$ cat config.mk
export PLATFORM = sky130hd
export DESIGN_NAME = sample_uart_tx
export DESIGN_NICKNAME = d
export VERILOG_FILES = /design/src/rtl/sample_uart_tx.sv
export SDC_FILE = /design/constraint.sdc
export NUM_CORES = 1
export LEC_CHECK = 0
export CAP_MARGIN = 20
export CORE_MARGIN = 8
export CORE_UTILIZATION = 25
export DETAILED_ROUTE_END_ITERATION = 16
export HOLD_SLACK_MARGIN = 0.06
export PLACE_DENSITY = 0.47
export SLEW_MARGIN = 10
export SYNTH_ARGS = -nofsm -noshare
export SYNTH_HDL_FRONTEND = slang
export SYNTH_SLANG_ARGS = --single-unit
export TNS_END_PERCENT = 5
$ cat constraint.sdc
create_clock -name clock_in -period 2.1 [get_ports clock_in]
set_input_delay 0.42 -clock clock_in [delete_from_list [all_inputs] [get_ports clock_in]]
set_output_delay 0.42 -clock clock_in [all_outputs]
set_load 0.1 [all_outputs]
$ cat src/rtl/sample_uart_tx.sv
`default_nettype none
// ============================================================================
// Module   : sample_uart_tx
// Purpose  : Periodically captures a signed 15-bit filtered sample and sends it
//            as a 4-byte 8N1 UART frame: sync, MSB, LSB, checksum (MSB ^ LSB).
// Revision : 1.0
// ============================================================================
module sample_uart_tx #(
    parameter int           CLKS_PER_BIT = 434,
    parameter int           SAMPLE_DIV   = 50000,
    parameter logic [7:0]   SYNC_BYTE    = 8'hA5
) (
    input  logic        clock_in,
    input  logic        reset,
    input  logic        enable,
    input  logic [14:0] sample_in,
    input  logic        overrun_clr,
    output logic        tx,
    output logic        busy,
    output logic        overrun,
    output logic [7:0]  frame_count
);

    localparam int DIV_W = (SAMPLE_DIV   > 1) ? $clog2(SAMPLE_DIV)   : 1;
    localparam int BIT_W = (CLKS_PER_BIT > 1) ? $clog2(CLKS_PER_BIT) : 1;
    localparam logic [DIV_W-1:0] c_div_max = DIV_W'(SAMPLE_DIV - 1);
    localparam logic [BIT_W-1:0] c_bit_max = BIT_W'(CLKS_PER_BIT - 1);

    typedef enum logic [1:0] {
        S_IDLE  = 2'd0,
        S_START = 2'd1,
        S_DATA  = 2'd2,
        S_STOP  = 2'd3
    } state_t;

    state_t                r_state;
    logic [DIV_W-1:0]      r_div;
    logic [BIT_W-1:0]      r_bit_tmr;
    logic [2:0]            r_bit_idx;
    logic [1:0]            r_byte_idx;
    logic [3:0][7:0]       r_bytes;
    logic                  r_tx;
    logic                  r_busy;
    logic                  r_overrun;
    logic [7:0]            r_frame_cnt;

    logic                  w_tick;
    logic                  w_bit_done;
    logic [15:0]           w_sample_ext;
    logic [7:0]            w_cur_byte;
    logic [2:0]            w_next_bit_idx;

    assign w_tick         = enable && (r_div == c_div_max);
    assign w_bit_done     = (r_bit_tmr == c_bit_max);
    assign w_sample_ext   = {sample_in[14], sample_in};
    assign w_cur_byte     = r_bytes[r_byte_idx];
    assign w_next_bit_idx = r_bit_idx + 3'd1;

    assign tx          = r_tx;
    assign busy        = r_busy;
    assign overrun     = r_overrun;
    assign frame_count = r_frame_cnt;

    // Capture timer: free-runs only while enabled, otherwise parked at zero
    always_ff @(posedge clock_in or negedge reset) begin
        if (!reset) begin
            r_div <= '0;
        end else if (!enable || w_tick) begin
            r_div <= '0;
        end else begin
            r_div <= r_div + 1'b1;
        end
    end

    // A tick that arrives while a frame is in flight is dropped; set beats clear
    always_ff @(posedge clock_in or negedge reset) begin
        if (!reset) begin
            r_overrun <= 1'b0;
        end else if (w_tick && (r_state != S_IDLE)) begin
            r_overrun <= 1'b1;
        end else if (overrun_clr) begin
            r_overrun <= 1'b0;
        end
    end

    always_ff @(posedge clock_in or negedge reset) begin
        if (!reset) begin
            r_state     <= S_IDLE;
            r_bit_tmr   <= '0;
            r_bit_idx   <= '0;
            r_byte_idx  <= '0;
            r_bytes     <= '0;
            r_tx        <= 1'b1;
            r_busy      <= 1'b0;
            r_frame_cnt <= '0;
        end else begin
            case (r_state)
                S_IDLE: begin
                    r_tx   <= 1'b1;
                    r_busy <= 1'b0;
                    if (w_tick) begin
                        r_bytes[0]  <= SYNC_BYTE;
                        r_bytes[1]  <= w_sample_ext[15:8];
                        r_bytes[2]  <= w_sample_ext[7:0];
                        r_bytes[3]  <= w_sample_ext[15:8] ^ w_sample_ext[7:0];
                        r_byte_idx  <= '0;
                        r_bit_tmr   <= '0;
                        r_state     <= S_START;
                        r_tx        <= 1'b0;
                        r_busy      <= 1'b1;
                        r_frame_cnt <= r_frame_cnt + 8'd1;
                    end
                end
                S_START: begin
                    if (w_bit_done) begin
                        r_bit_tmr <= '0;
                        r_bit_idx <= '0;
                        r_state   <= S_DATA;
                        r_tx      <= w_cur_byte[0];
                    end else begin
                        r_bit_tmr <= r_bit_tmr + 1'b1;
                    end
                end
                S_DATA: begin
                    if (w_bit_done) begin
                        r_bit_tmr <= '0;
                        if (r_bit_idx == 3'd7) begin
                            r_state <= S_STOP;
                            r_tx    <= 1'b1;
                        end else begin
                            r_bit_idx <= w_next_bit_idx;
                            r_tx      <= w_cur_byte[w_next_bit_idx];
                        end
                    end else begin
                        r_bit_tmr <= r_bit_tmr + 1'b1;
                    end
                end
                S_STOP: begin
                    if (w_bit_done) begin
                        r_bit_tmr <= '0;
                        // Next byte's start bit follows the stop bit with no idle gap
                        if (r_byte_idx != 2'd3) begin
                            r_byte_idx <= r_byte_idx + 2'd1;
                            r_state    <= S_START;
                            r_tx       <= 1'b0;
                        end else begin
                            r_state <= S_IDLE;
                            r_tx    <= 1'b1;
                            r_busy  <= 1'b0;
                        end
                    end else begin
                        r_bit_tmr <= r_bit_tmr + 1'b1;
                    end
                end
                default: begin
                    r_state <= S_IDLE;
                    r_tx    <= 1'b1;
                    r_busy  <= 1'b0;
                end
            endcase
        end
    end

endmodule
`default_nettype wire
==> flow_summary.toml <==
[sta]
hold_viol = 0
relSlewSlack = 0.656
clock_skew_ns = 0.00419
post-route-period-util = 0.935
period_needed_ns = 1.96
setup_viol = 0
maxSlewViolCount = 0
finalWorstSetupSlack_ns = 0.136
fmax_mhz = 509
tightest_slew_ns = 0.515

[pwr]
power_density_nw_per_um2 = 693
ir_drop_mv = 0.361
p_leak_nw = 2.07

[cells_and_area]
final_layout_size_suffix_gt1_frac = 0.174
final_common_cell = "nand2_1"
area_delta_synth_final_pct = 27.1
finalInstanceArea_um2 = 4540
final_cell_mix = "nand2_1, dfrtp_1, buf_4"
diodes = 0
layout.nets = 445
final.fill_count = 1404

[place]
post-place-ws_ns = 0.0569
placed_cell_area_um2 = 4190
gp_congestion = 0.804
port_buffers = 29
hpwl_um = 5910

[clock_tree]
tritoncts = "built"
cts.root.buffer_cell = "clkbuf_16"
numClockSinks = 67
numCtsBuffers = 9
cts_max_level = 3
ctsResizeCount = 0
clkTransAtPathRegs_ns = 0.05
clk_latency_ns = 0.33
cts.path.max_buffers = 2
post_cts_buffers = 0
hold_buffers = 0

[critical_path]
critical_path_arrival_ns = 2.24
worstPathRequired_ns = 2.37
cp-end-kind = "register"
critPathLaunch = "r_div[10]$_DFF_PN0_"
start_kind = "register"
worstRegToRegCells = 7
cp_max_fo = 16
path_class = "reg -> reg"
r2r_start = "r_div[10]$_DFF_PN0_"

[yosys]
synthArstFlopShare = 1.00
netlist_area_um2 = 3570
synth_top_cell_by_area = "dfrtp_1"
synth-seq-cells = 67
postSynthAreaPerCell_um2 = 9.71
synth.distinct_cells = 57
synth_area_leaders = "dfrtp_1, nand2_1, xnor2_1"
ys_seq_area_frac = 0.470
syn-num-nets = 399
synth_top_area_share = 0.462
yosys_most_used_dff = "dfrtp_1"
ys_warn_count = 0
synth_edf_count = 0
postSynthCellCount = 368

[global_route]
grt_max_degree = 37
overflow = 0
first_global_vias = 2883
grt_usage = 0.0968
antenna_found_initial = 0
grt_pass1_wl_um = 14200

[floorplanning]
placementRows = 43
die_area_um2 = 18400
die_h_um = 136
ios = 30
core_area_um2 = 13900
die_w_um = 136
start_util = 0.256

[detailed_routing]
first_pass_iters = 4
drc = 0
vias_per_cell = 4.67
drtAntennaViolNets = 0
num_vias = 2797
routed_wl_um = 8290
drt_iter0_drc = 57
wl_per_cell_um = 13.8

[status]
outcome = "finished, final reports clean"

[job]
cap_viol_max_count = 0

[hold_path]
hold_path_class = "in -> async"
-- cell families (layout without fill, tap and decap cells) --
family	count (synthesis)	count (layout)	share of synthesized area
AO/OA/AOI/OAI	57	57	0.109
XOR/XNOR	30	30	0.0735
adder cells (fa/ha/maj)	12	12	0.0420
buffers and inverters	29	80	0.0385
flip-flops	67	67	0.470
multiplexers	11	11	0.0399
AND/OR/NAND/NOR	162	162	0.227
-- per-layer routing --
layer	vias up	GRT usage	share of wire
li1	1380	-	-
met1	1373	0.126	0.50
met2	32	0.149	0.46
met3	12	0.0193	0.020
met4	0	0.0500	0.022
met5	-	0	0
-- synthesized netlist by cell type (3+ instances only) --
library cell  instances
or4_1                 3
nor2_1               22
ha_1                 12
inv_1                 8
nand2_1              74
a22o_1                4
mux2i_1               3
nand4_1              12
nor3_1                4
xnor2_1              21
or3_1                 3
buf_2                 8
nand2b_1              4
mux2_2                6
dfrtp_1              66
nand3_1              12
o21ai_0              18
and4bb_2              3
nor2b_1               4
and3_1                8
clkbuf_1             10
a21oi_1              10
o31ai_1               4
xor2_1                9
-- area by class of cell --
cell class                      instances  area [um2]  share of cell area
Multi-Input combinational cell        272        1770               0.389
Sequential cell                        67        1680               0.369
Timing Repair Buffer                   56         498               0.110
Clock buffer                           11         243              0.0534
Tap cell                              180         225              0.0496
Clock inverter                          5         100              0.0220
Inverter                                8        30.0             0.00661
-- metrics by stage --
stage / utilization / hold WS (ns) / TNS (ns) / std cells / power [mW]
after floorplan: - / 0.124 / 0 / 368 / 1.35
after global placement: 0.301 / 0.418 / 0 / 583 / 1.43
after detailed placement: 0.301 / 0.424 / 0 / 583 / 1.43
after CTS: 0.325 / 0.0705 / 0 / 599 / 3.19
after global routing: 0.326 / 0.0856 / -0.00280 / 599 / 3.26
final: 0.326 / 0.0585 / 0 / 599 / 3.15
-- report_power, final --
part	internal [mW]	switching [mW]	leakage [nW]
Sequential	1.30	0.00312	0.910
Combinational	0.0518	0.0530	0.992
Clock	1.19	0.555	0.169
-- worst max-delay path, cell delays in order (launching register included) --
cell,delay (ns)
dfrtp_1,0.45
nor4b_4,0.28
and4_4,0.28
buf_4,0.12
and3_1,0.33
buf_4,0.29
nand2_1,0.09
nand2_1,0.06
-- path summary, 6_finish.rpt --
kind / slack, ns / endpoint
min in group clock_in: 0.47 / r_bytes[9]$_DFFE_PN0P_
hold / removal: 0.06 / frame_count[7]$_DFFE_PN0P_
setup reg to reg: 0.14 / r_bytes[18]$_DFFE_PN0P_
hold reg to reg: 0.47 / r_bytes[9]$_DFFE_PN0P_
max in group asynchronous: 1.44 / tx$_DFFE_PN1P_
setup / recovery: 0.14 / r_bytes[18]$_DFFE_PN0P_
-- sequential cells by signal, summed over array words and instances, names as in the netlist --
register     flops
tx               1
r_bytes         24
frame_count      8
overrun          1
busy             1
r_div           16
r_byte_idx       2
r_bit_idx        3
r_bit_tmr        9
r_state          2
Note: power is estimated with default switching activity, not from simulation.
